<file path="src/rtl/vga_text_render.sv">
// vga_text_render -- 80x30 text-mode pixel renderer (8x16 cells, 640x480 visible)
// that sits directly behind the VGA timing generator. A five-stage pipeline fetches
// the character code from a tile RAM, then the glyph row from a font ROM, and selects
// one pixel. rgb, hsync and vsync all leave five clock edges after the timer inputs,
// so colour and sync stay aligned at the pins.
// Optional feature: define VGA_CURSOR_BLINK_EN to invert the pixels of the cursor cell
// while frame_cnt[5] is set (64-frame blink period).
module vga_text_render #(
    parameter int unsigned H_ACTIVE_START = 144,
    parameter logic [7:0]  BG_COLOR       = 8'h00,
    parameter int unsigned COLS           = 80
) (
    input  logic        clk,
    input  logic        clear,
    input  logic [9:0]  hcount_in,
    input  logic [9:0]  vcount_in,
    input  logic        bright_in,
    input  logic        hsync_in,
    input  logic        vsync_in,
    output logic [11:0] tile_addr,
    input  logic [15:0] tile_data,
    output logic [11:0] glyph_addr,
    input  logic [7:0]  glyph_data,
    input  logic [6:0]  cursor_col,
    input  logic [4:0]  cursor_row,
    output logic [7:0]  rgb,
    output logic        hsync,
    output logic        vsync,
    output logic [7:0]  frame_cnt
);

    // Visible-region x; wraps outside the visible window, which only produces
    // don't-care addresses while bright is low.
    logic [9:0] w_x;
    assign w_x = hcount_in - 10'(H_ACTIVE_START);

    // S1: position, sidebands
    logic [9:0] r_s1_x;
    logic [8:0] r_s1_y;
    logic       r_s1_bright;
    logic       r_s1_hs;
    logic       r_s1_vs;

    // S2: waiting on tile RAM
    logic [2:0] r_s2_xlo;
    logic [3:0] r_s2_ylo;
    logic       r_s2_bright;
    logic       r_s2_hs;
    logic       r_s2_vs;

    // S3: glyph address issued, foreground captured
    logic [11:0] r_glyph_addr;
    logic [7:0]  r_s3_fg;
    logic [2:0]  r_s3_xlo;
    logic        r_s3_bright;
    logic        r_s3_hs;
    logic        r_s3_vs;

    // S4: waiting on font ROM
    logic [7:0] r_s4_fg;
    logic [2:0] r_s4_xlo;
    logic       r_s4_bright;
    logic       r_s4_hs;
    logic       r_s4_vs;

    // S5: outputs
    logic [7:0] r_rgb;
    logic       r_s5_hs;
    logic       r_s5_vs;
    logic [7:0] r_frame_cnt;

    logic       w_pix;
    logic [7:0] w_color;
    logic [7:0] w_rgb_next;

`ifdef VGA_CURSOR_BLINK_EN
    logic r_s1_cur;
    logic r_s2_cur;
    logic r_s3_cur;
    logic r_s4_cur;

    // vcount never exceeds 479, so its top bit carries no information.
    logic w_unused;
    assign w_unused = vcount_in[9];
`else
    // Without the cursor feature the cursor inputs are intentionally left unconnected.
    logic w_unused;
    assign w_unused = ^{vcount_in[9], cursor_col, cursor_row};
`endif

    // Cell address: row * COLS + col, at most 29*80 + 79 = 2399 in the visible area.
    assign tile_addr  = 12'(r_s1_y[8:4]) * 12'(COLS) + 12'(r_s1_x[9:3]);
    assign glyph_addr = r_glyph_addr;
    assign rgb        = r_rgb;
    assign hsync      = r_s5_hs;
    assign vsync      = r_s5_vs;
    assign frame_cnt  = r_frame_cnt;

    // S1: capture timer position and sidebands; syncs reset to their inactive level (1).
    always_ff @(posedge clk or negedge clear) begin
        if (!clear) begin
            r_s1_x      <= '0;
            r_s1_y      <= '0;
            r_s1_bright <= 1'b0;
            r_s1_hs     <= 1'b1;
            r_s1_vs     <= 1'b1;
        end else begin
            // NOTE: non-blocking assignments so each stage samples the previous stage's pre-edge value.
            r_s1_x      <= w_x;
            r_s1_y      <= vcount_in[8:0];
            r_s1_bright <= bright_in;
            r_s1_hs     <= hsync_in;
            r_s1_vs     <= vsync_in;
        end
    end

    // S2: carry the in-cell pixel coordinates while the tile RAM reads.
    always_ff @(posedge clk or negedge clear) begin
        if (!clear) begin
            r_s2_xlo    <= '0;
            r_s2_ylo    <= '0;
            r_s2_bright <= 1'b0;
            r_s2_hs     <= 1'b1;
            r_s2_vs     <= 1'b1;
        end else begin
            r_s2_xlo    <= r_s1_x[2:0];
            r_s2_ylo    <= r_s1_y[3:0];
            r_s2_bright <= r_s1_bright;
            r_s2_hs     <= r_s1_hs;
            r_s2_vs     <= r_s1_vs;
        end
    end

    // S3: form the font ROM address from the character code and glyph row.
    always_ff @(posedge clk or negedge clear) begin
        if (!clear) begin
            r_glyph_addr <= '0;
            r_s3_fg      <= '0;
            r_s3_xlo     <= '0;
            r_s3_bright  <= 1'b0;
            r_s3_hs      <= 1'b1;
            r_s3_vs      <= 1'b1;
        end else begin
            r_glyph_addr <= {tile_data[7:0], r_s2_ylo};
            r_s3_fg      <= tile_data[15:8];
            r_s3_xlo     <= r_s2_xlo;
            r_s3_bright  <= r_s2_bright;
            r_s3_hs      <= r_s2_hs;
            r_s3_vs      <= r_s2_vs;
        end
    end

    // S4: carry colour and pixel column while the font ROM reads.
    always_ff @(posedge clk or negedge clear) begin
        if (!clear) begin
            r_s4_fg     <= '0;
            r_s4_xlo    <= '0;
            r_s4_bright <= 1'b0;
            r_s4_hs     <= 1'b1;
            r_s4_vs     <= 1'b1;
        end else begin
            r_s4_fg     <= r_s3_fg;
            r_s4_xlo    <= r_s3_xlo;
            r_s4_bright <= r_s3_bright;
            r_s4_hs     <= r_s3_hs;
            r_s4_vs     <= r_s3_vs;
        end
    end

`ifdef VGA_CURSOR_BLINK_EN
    // Cursor flag: raised in S1 for pixels inside the cursor cell, then pipelined with the data.
    always_ff @(posedge clk or negedge clear) begin
        if (!clear) begin
            r_s1_cur <= 1'b0;
            r_s2_cur <= 1'b0;
            r_s3_cur <= 1'b0;
            r_s4_cur <= 1'b0;
        end else begin
            r_s1_cur <= (w_x[9:3] == cursor_col) && (vcount_in[8:4] == cursor_row);
            r_s2_cur <= r_s1_cur;
            r_s3_cur <= r_s2_cur;
            r_s4_cur <= r_s3_cur;
        end
    end
`endif

    // S5 pixel select: glyph bit 7 is the leftmost pixel; blanked outside the visible area.
    always_comb begin
        // NOTE: every signal gets a default before any branch, so no latch can be inferred.
        w_pix      = glyph_data[3'd7 - r_s4_xlo];
        w_color    = w_pix ? r_s4_fg : BG_COLOR;
        w_rgb_next = 8'h00;
        if (r_s4_bright) begin
            w_rgb_next = w_color;
`ifdef VGA_CURSOR_BLINK_EN
            if (r_s4_cur && r_frame_cnt[5]) begin
                w_rgb_next = ~w_color;
            end
`endif
        end
    end

    // S5: register colour and the matching syncs so they reach the pins together.
    always_ff @(posedge clk or negedge clear) begin
        if (!clear) begin
            r_rgb   <= 8'h00;
            r_s5_hs <= 1'b1;
            r_s5_vs <= 1'b1;
        end else begin
            r_rgb   <= w_rgb_next;
            r_s5_hs <= r_s4_hs;
            r_s5_vs <= r_s4_vs;
        end
    end

    // Frame counter: counts falling edges of the timer's vsync, wrapping at 8 bits.
    always_ff @(posedge clk or negedge clear) begin
        if (!clear) begin
            r_frame_cnt <= 8'h00;
        end else if (r_s1_vs && !vsync_in) begin
            r_frame_cnt <= r_frame_cnt + 8'd1;
        end
    end

endmodule

</file>
<file path="config.mk">
export PLATFORM = sky130hd
export DESIGN_NAME = vga_text_render
export DESIGN_NICKNAME = d
export VERILOG_FILES = /design/src/rtl/vga_text_render.sv
export SDC_FILE = /design/constraint.sdc
export NUM_CORES = 1
export LEC_CHECK = 0
export BUFFER_PORTS_ARGS = -buffer_cell sky130_fd_sc_hd__clkbuf_2
export CAP_MARGIN = 20
export CORE_MARGIN = 1.5
export CORE_UTILIZATION = 39
export CTS_CLUSTER_SIZE = 25
export DETAILED_ROUTE_END_ITERATION = 8
export PLACE_DENSITY = 0.73
export SLEW_MARGIN = 25
export SYNTH_ARGS = -nofsm -noshare
export SYNTH_HDL_FRONTEND = slang
export SYNTH_SLANG_ARGS = --single-unit
</file>
<file path="constraint.sdc">
create_clock -name clk -period 3.7 [get_ports clk]
set_clock_uncertainty 0.1 [all_clocks]
set_input_delay 1.11 -clock clk [delete_from_list [all_inputs] [get_ports clk]]
set_output_delay 1.11 -clock clk [all_outputs]
set_load 0.05 [all_outputs]
</file>
# Yosys cells after proc, flatten, opt, wreduce, memory -nomap -nowiden
# Cells that the tools add are included.
dict set report op_classes {
  add_sub_neg 4
  multipliers 1
  order_cmp 1
  mux 4
  reduce_logical 2
}
# cell count
set op_table {}
lappend op_table {{$mux W8} 2}
lappend op_table {{$add A12 B7 Y12} 1}
lappend op_table {{$sub A10 B8 Y10 const B} 1}
lappend op_table {{$add A8 B1 Y8 const B} 1}
lappend op_table {{$mul A5 B3 Y8 const B} 1}
lappend op_table {{$lt A3 B4 Y1 const B} 1}
lappend op_table {{$bmux W1 S3} 1}
lappend op_table {{$sub A3 B3 Y3 const A} 1}
lappend op_table {{$logic_and A1 B1 Y1} 1}
lappend op_table {{$logic_not A1 Y1} 1}
lappend op_table {{$mux W1} 1}
dict set report word_totals {
  reg_bits 90
  inputBits 61
}

# Logic depth before layout (Yosys ltp)
# Gate-level depths: netlist of run 1.
dict set report depth {
  depth_word 5
  ltp_mapped 7
}

# Worst setup path after synthesis of run 1
# OpenSTA, ideal clock, no wires.
dict set report synth_path {
  kind {register to output}
  startpoint {register r_s1_y[5]}
  endpoint {output port tile_addr[11]}
  arrival_ps 3193
  slack_ps -703
  stages_incl_launch_ff 8
  path_buffers 0
  cell_sequence {dfrtp_1 -> ha_1 -> ha_1 -> inv_1 -> fa_1 -> xnor2_1 -> nand3_1 -> o41ai_1}
}
dict set report synth_via {
  elab_chain_len 2
}
# element line
set synth_rtl {}
lappend synth_rtl {{start, declared} 39} ;# logic [8:0] r_s1_y;
lappend synth_rtl {{start signal, assigned} 110} ;# r_s1_y <= vcount_in[8:0];
lappend synth_rtl {{$mul A5 B3 Y8} 92} ;# assign tile_addr = 12'(r_s1_y[8:4]) * 12'(COLS) + 12'(r_s1_x[9:3]);
lappend synth_rtl {{$add A12 B7 Y12} 92}
lappend synth_rtl {{end, declared} 20} ;# output logic [11:0] tile_addr,
# Every way passes these cells.

# Worst setup path after layout of run 1
dict set report layout_path {
  startpoint {register r_s1_y[5]}
  endpoint {output port tile_addr[9]}
}
# Same word-level chain as after synthesis.

==> results of run 1 <==
kinds of logic after synthesis:
family | synth area share, %
flip-flops | 75.3
AO/OA/AOI/OAI | 2.29
AND/OR/NAND/NOR | 5.62
adder cells (fa/ha/maj) | 5.91
multiplexers | 2.62
XOR/XNOR | 5.41
buffers and inverters | 2.87
final cells by class:
type                       instances  share of cell area [%]
clock buffer                       9                    3.17
tap                               99                    3.17
sequential                        90                    58.0
inverter                          14                    1.35
multi-input combinational         78                    18.3
clock inverter                     7                    2.73
timing repair buffer              94                    13.2
Yosys cell counts, types with 2 or more instances:
cell type,instances
a21oi_1,4
dfrtp_1,80
dfstp_2,10
ha_1,11
inv_1,14
xnor2_1,11
buf_4,4
fa_1,2
nor2_1,9
o21ai_0,3
mux4_2,2
nor2b_1,3
xor2_1,5
nand3_1,2
nand2_1,9
nand4_1,3
cell usage in the layout (no fill, tap or decap), drive strengths merged, types with 2 or more instances in the layout:
cell type and count:
xor2 5, nand3 2, nor2b 3, fa 2, nand2 9, nand4 3
mux4 2, dfrtp 80, dfstp 10, inv 18, ha 11, xnor2 11
a21oi 4, buf 6, o21ai 3, clkbuf 97, nor2 9, bufinv 2
per-stage QoR:
step                      total power [W]  worst slack, ps
final                             0.00241            -29.4
after global routing              0.00252             -124
after CTS                         0.00243            -39.0
after detailed placement          0.00165              185
after global placement            0.00164              215
after floorplan                   0.00151             44.2
what timing repair did:
action,4_1_cts,5_1_grt
endpoints found under the setup margin,3,3
resized for setup,11,3
endpoints found under the hold margin,0,0
setup buffers,3,2
pin swaps,3,8
worst register-to-register path: stages, from the launching register on:
cell     delay (ps)
dfrtp_1         400
mux4_2          550
mux2i_4         290
nor2_1          100
path summary, 6_finish.rpt:
kind                       cells after the start        start            to  slack [ps]
setup / recovery                               8    r_s1_y[5]  tile_addr[9]         -30
hold / removal                                 0      r_s4_vs         vsync         250
setup reg to reg                               3  r_s4_xlo[0]        rgb[2]        2140
hold reg to reg                                0      r_s4_vs         vsync         250
max in group asynchronous                      1        clear     r_s1_y[6]        2290
min in group asynchronous                      1        clear     r_s1_y[0]         720
per-layer routing:
layer	up-vias	track usage, %	wire length, um
li1	804	-	-
met1	833	15.6	2010
met2	55	22.1	2650
met4	0	8.20	128
met5	-	0	0
met3	11	3.45	240
registers in the layout, indices dropped and copies added (netlist names), 3 cells and up:
name,cells
glyph_addr,12
r_s1_x,10
r_s1_y,9
frame_cnt,8
r_s3_fg,8
r_s4_fg,8
rgb,8
r_s2_ylo,4
r_s2_xlo,3
r_s3_xlo,3
r_s4_xlo,3
power breakdown:
part | switching (W) | internal [W]
clock | 0.000356 | 0.000394
sequential | 0.0000572 | 0.00107
combinational | 0.000372 | 0.000161
==> impl_metrics.py, run 1 <==
metrics = {
    "power_and_ir_drop": {
        "powerDensity_nw_per_um2": 616,
        "max-vdd-ir-drop_mv": 0.409,
        "p_leak_nw": 1.94,
    },
    "place": {
        "placedCellCount": 370,
        "dp_hpwl_mm": 3.49,
        "gp_congestion": 0.802,
        "placed_cell_area_um2": 3560,
        "numPortBuffers": 89,
    },
    "cts": {
        "ctsRootBufferMaster": "clkbuf_8",
        "cts_buffer_depth": 2,
        "cts.sinks": 90,
        "clkTransAtPathRegs_ps": 90,
        "holdBufCountCts": 0,
        "cts_tree": "done",
        "cts-htree-levels": 3,
        "worstSkewPairLatency_ps": 340,
        "numCtsBuffers": 9,
    },
    "run_status": {
        "status": "finished, violations left",
        "violations": "negative setup slack",
    },
    "cells_and_area": {
        "finalInstanceArea_um2": 3900,
        "fillers": 651,
        "drive_gt1_share_pct": 45.2,
        "final-seq-area_um2": 2260,
        "utilization_pct": 53.0,
        "multiInputGateArea_um2": 716,
        "syn2layout_area_growth_pct": 29.7,
        "fin_nets": 361,
        "finalNonFillerCells": 391,
        "antenna_cells": 0,
    },
    "global_route": {
        "grt_pass1_vias": 1839,
        "grt_start_max_net_pins": 91,
        "overflow": 0,
        "grt_pass1_wl_mm": 8.36,
        "antenna_found_initial": 0,
        "track_usage_pct": 13.4,
    },
    "yosys": {
        "synth_top_area_share_pct": 66.6,
        "netlist_instances": 187,
        "synth_area_leader_cell": "dfrtp_1",
        "netlist_area_um2": 3010,
        "synth_nets": 261,
        "ys_warn_count": 0,
        "postSynth.asyncResetShare_pct": 100,
        "synthTopCellsByArea": "dfrtp_1, dfstp_2, ha_1, xnor2_1, inv_1",
        "synth_edf_count": 0,
        "seq_area_frac_synth_pct": 75.3,
        "synth-seq-cells": 90,
        "yosysUniqueCellTypes": 31,
        "syn_area_per_cell_um2": 16.1,
        "ys.flop_type": "dfrtp_1",
    },
    "setup_path": {
        "critPathKind": "reg -> out",
        "end_kind": "output pin",
        "cpMostUsedCell": "ha_4",
        "cp_max_fo": 2,
        "cpPeakStageDelay_ps": 540,
        "cp_slowest_cell": "fa_2",
        "crit_family": "adder cells",
        "cp_data_arrival_time_ps": 2520,
        "critical_path_buf_inv_count": 2,
        "crit_chain": "ha_4, ha_4, inv_2, fa_2, and3b_1, a32oi_1, xnor2_1, clkbuf_8",
        "required_ps": 2490,
        "startpoint_type": "flop",
    },
    "timing": {
        "min_period_ps": 3730,
        "slew-limit-headroom_pct": 49.6,
        "setup_ws_ps": -29.4,
        "setup-violations-final": 2,
        "post-route-period-util_pct": 101,
        "hold_ws_ps": 253,
        "slew_viol_final": 0,
        "grt_setup_unrepaired": "yes",
        "tns_ps": -29.6,
        "worstMarginPinSlew_ps": 756,
        "max_freq_ghz": 0.268,
        "finalHoldViolCount": 0,
    },
    "routing": {
        "final_antenna_net_count": 0,
        "firstDrtPassIters": 4,
        "route.detailed.drc": 0,
        "totalWireLength_mm": 5.03,
        "drtIter0Drc": 89,
        "wl_per_cell_um": 12.9,
        "drt-vias-per-instance": 4.36,
        "vias": 1703,
    },
    "floorplan": {
        "ioPinCount": 103,
        "die_w_um": 90.8,
        "core_area_um2": 7370,
        "start_util_pct": 40.8,
        "core.rowCount": 31,
        "dieArea_um2": 8250,
        "fp.dieH_um": 90.8,
    },
    "min_path": {
        "hold_class": "reg -> reg",
    },
    "run": {
        "maxCapViolCount": 0,
    },
}
No activity file was read; power rests on OpenSTA's default activity.
==> run 2: changes to the inputs <==
--- a/config.mk
+++ b/config.mk
@@ -11,7 +11,7 @@
 export CORE_UTILIZATION = 39
 export CTS_CLUSTER_SIZE = 25
 export DETAILED_ROUTE_END_ITERATION = 8
-export PLACE_DENSITY = 0.73
+export PLACE_DENSITY = 0.75
 export SLEW_MARGIN = 25
 export SYNTH_ARGS = -nofsm -noshare
 export SYNTH_HDL_FRONTEND = slang
==> constraint.sdc (replaced) <==
create_clock -name clk -period 3 [get_ports clk]
set_clock_uncertainty 0.1 [all_clocks]
set_input_delay 0.9 -clock clk [delete_from_list [all_inputs] [get_ports clk]]
set_output_delay 0.9 -clock clk [all_outputs]
set_load 0.05 [all_outputs]
==> run 2 against run 1 <==
The run still ends with negative setup slack left. Critical endpoint unchanged. Register-to-register slack got worse by 660 ps. Clock power increased by 5.2%. Worst hold slack about the same. Die area unchanged. Critical path type unchanged. Combinational power increased by 37%. Non-clock buffer count increased by 9. First-iteration DRC count decreased by 44%. Via count increased by 0.82%. Flip-flop and latch count unchanged. Critical path depth unchanged. Largest cell class unchanged.
==> impl_metrics.py, run 2 (synthesis gave the netlist of run 1 again) <==
metrics = {
    "cells_and_area": {
        "antenna_cells": 0,
        "final_common_cell": "clkbuf_2",
        "fin_nets": 370,
        "fillers": 629,
        "final-seq-area_um2": 2260,
        "final_cell_mix": "clkbuf_2, dfrtp_1, buf_4",
        "multiInputGateArea_um2": 759,
        "drive_gt1_share_pct": 48.8,
        "largest_reg_flops": 12,
        "syn2layout_area_growth_pct": 33.0,
    },
    "setup_path": {
        "cp_data_arrival_time_ps": 2490,
        "reg2regPathDepth": 3,
        "timing.rr.end": "rgb[0]",
        "cp_max_fo": 2,
        "r2r-start": "r_s4_xlo[0]",
        "critPathKind": "reg -> out",
        "end_kind": "output pin",
        "required_ps": 2000,
        "r2r_setup_slack_ps": 1480,
        "startpoint_type": "flop",
    },
    "timing": {
        "finalHoldViolCount": 0,
        "tns_ps": -1780,
        "grt_setup_unrepaired": "yes",
        "setup-violations-final": 5,
        "hold_ws_ps": 253,
        "min_period_ps": 3490,
        "worstMarginPinSlew_ps": 405,
        "slew-limit-headroom_pct": 72.8,
        "slew_viol_final": 0,
        "post-route-period-util_pct": 116,
        "max_freq_ghz": 0.287,
        "setup_ws_ps": -488,
    },
    "floorplan": {
        "core_area_um2": 7370,
        "ioPinCount": 103,
        "start_util_pct": 40.8,
        "dieArea_um2": 8250,
        "core.rowCount": 31,
        "fp.dieH_um": 90.8,
        "die_w_um": 90.8,
    },
    "min_path": {
        "worstHoldPathCells": 0,
        "min-delay-start": "r_s3_vs",
        "hold_class": "reg -> reg",
        "holdPathEnd": "r_s4_vs",
    },
    "power_and_ir_drop": {
        "p_total_w": 0.00290,
        "p_leak_nw": 1.99,
        "max-vdd-ir-drop_mv": 0.500,
        "powerDensity_nw_per_um2": 725,
    },
    "cts": {
        "cts.sinks": 90,
        "cts-htree-levels": 3,
        "ctsRootBufferMaster": "clkbuf_8",
        "numCtsBuffers": 9,
        "holdBufCountCts": 0,
        "worstSkewPairLatency_ps": 350,
        "cts_buffer_depth": 2,
        "cts_tree": "done",
        "clkTransAtPathRegs_ps": 100,
    },
    "global_route": {
        "grt_pass1_wl_mm": 8.22,
        "track_usage_pct": 13.0,
        "grt_pass1_vias": 1813,
        "overflow": 0,
        "grt_start_max_net_pins": 30,
        "antenna_found_initial": 0,
    },
    "routing": {
        "firstDrtPassIters": 4,
        "vias": 1717,
        "totalWireLength_mm": 5.00,
        "drtIter0Drc": 50,
        "drt-vias-per-instance": 4.29,
        "final_antenna_net_count": 0,
        "wl_per_cell_um": 12.5,
        "route.detailed.drc": 0,
    },
    "place": {
        "numPortBuffers": 89,
        "gp_congestion": 0.785,
        "dp_slack_ps": -291,
        "dp_hpwl_mm": 3.73,
    },
    "run_status": {
        "status": "finished, violations left",
        "violations": "negative setup slack",
    },
    "run": {
        "maxCapViolCount": 0,
    },
}
run 2: cell types whose count changed in the layout (fill, tap and decap cells not counted), sizes merged:
cell    delta
clkinv     +1
buf       +13
bufinv     -2
inv        +1
clkbuf     -4
run 2: layer usage:
| layer | GRT usage (%) | part of all wire [%] | wire length [um] | vias to the layer above |
|---|---|---|---|---|
| li1 | - | - | - | 824 |
| met1 | 15.9 | 42 | 2090 | 829 |
| met2 | 20.6 | 51 | 2560 | 58 |
| met3 | 4.80 | 6.0 | 301 | 6 |
| met4 | 6.12 | 1.0 | 52 | 0 |
| met5 | 0 | 0 | 0 | - |
run 2: report_power, final:
part	internal [W]	switching (W)	total, W	leakage, nW
Clock	0.000332	0.000455	0.000788	0.103
Combinational	0.000246	0.000482	0.000728	0.828
Sequential	0.00131	0.0000709	0.00139	1.06
run 2: timing repair:
item,in CTS,in global routing
gates resized for setup,17,8
setup buffers,1,3
pin swaps,7,6
setup endpoints to repair,5,5
run 2: critical path: stages, from the launching register on:
cell     delay [ps]
dfrtp_1         390
ha_1            290
ha_2            180
inv_2            40
fa_2            530
and3b_1         190
a32oi_2         220
xnor2_2         150
buf_8           170
run 2: per-stage QoR:
stage	util, %	cell area, um^2	std cells
after floorplan	-	3060	187
after global placement	49.9	3670	380
after detailed placement	49.9	3670	380
after CTS	53.7	3960	397
after global routing	54.3	4000	400
final	54.3	4000	400
run 2: worst max-delay path by stage:
| stage | slack [ps] | end | start |
|---|---|---|---|
| after detailed placement | -290 | tile_addr[9] | r_s1_y[7] |
| after CTS | -540 | tile_addr[9] | r_s1_y[7] |
| after floorplan | -270 | tile_addr[8] | r_s1_y[5] |
| after global routing | -610 | tile_addr[9] | r_s1_y[7] |
| after global placement | -230 | tile_addr[9] | r_s1_y[5] |
| final | -490 | tile_addr[9] | r_s1_y[7] |
run 2: final cells by class:
type,count,area share [%]
multi-input cells,78,19.0
clock buffers,9,3.10
clock inverters,7,1.91
repair buffers,103,14.9
flip-flops and latches,90,56.6
inverters,14,1.38
well taps,99,3.10
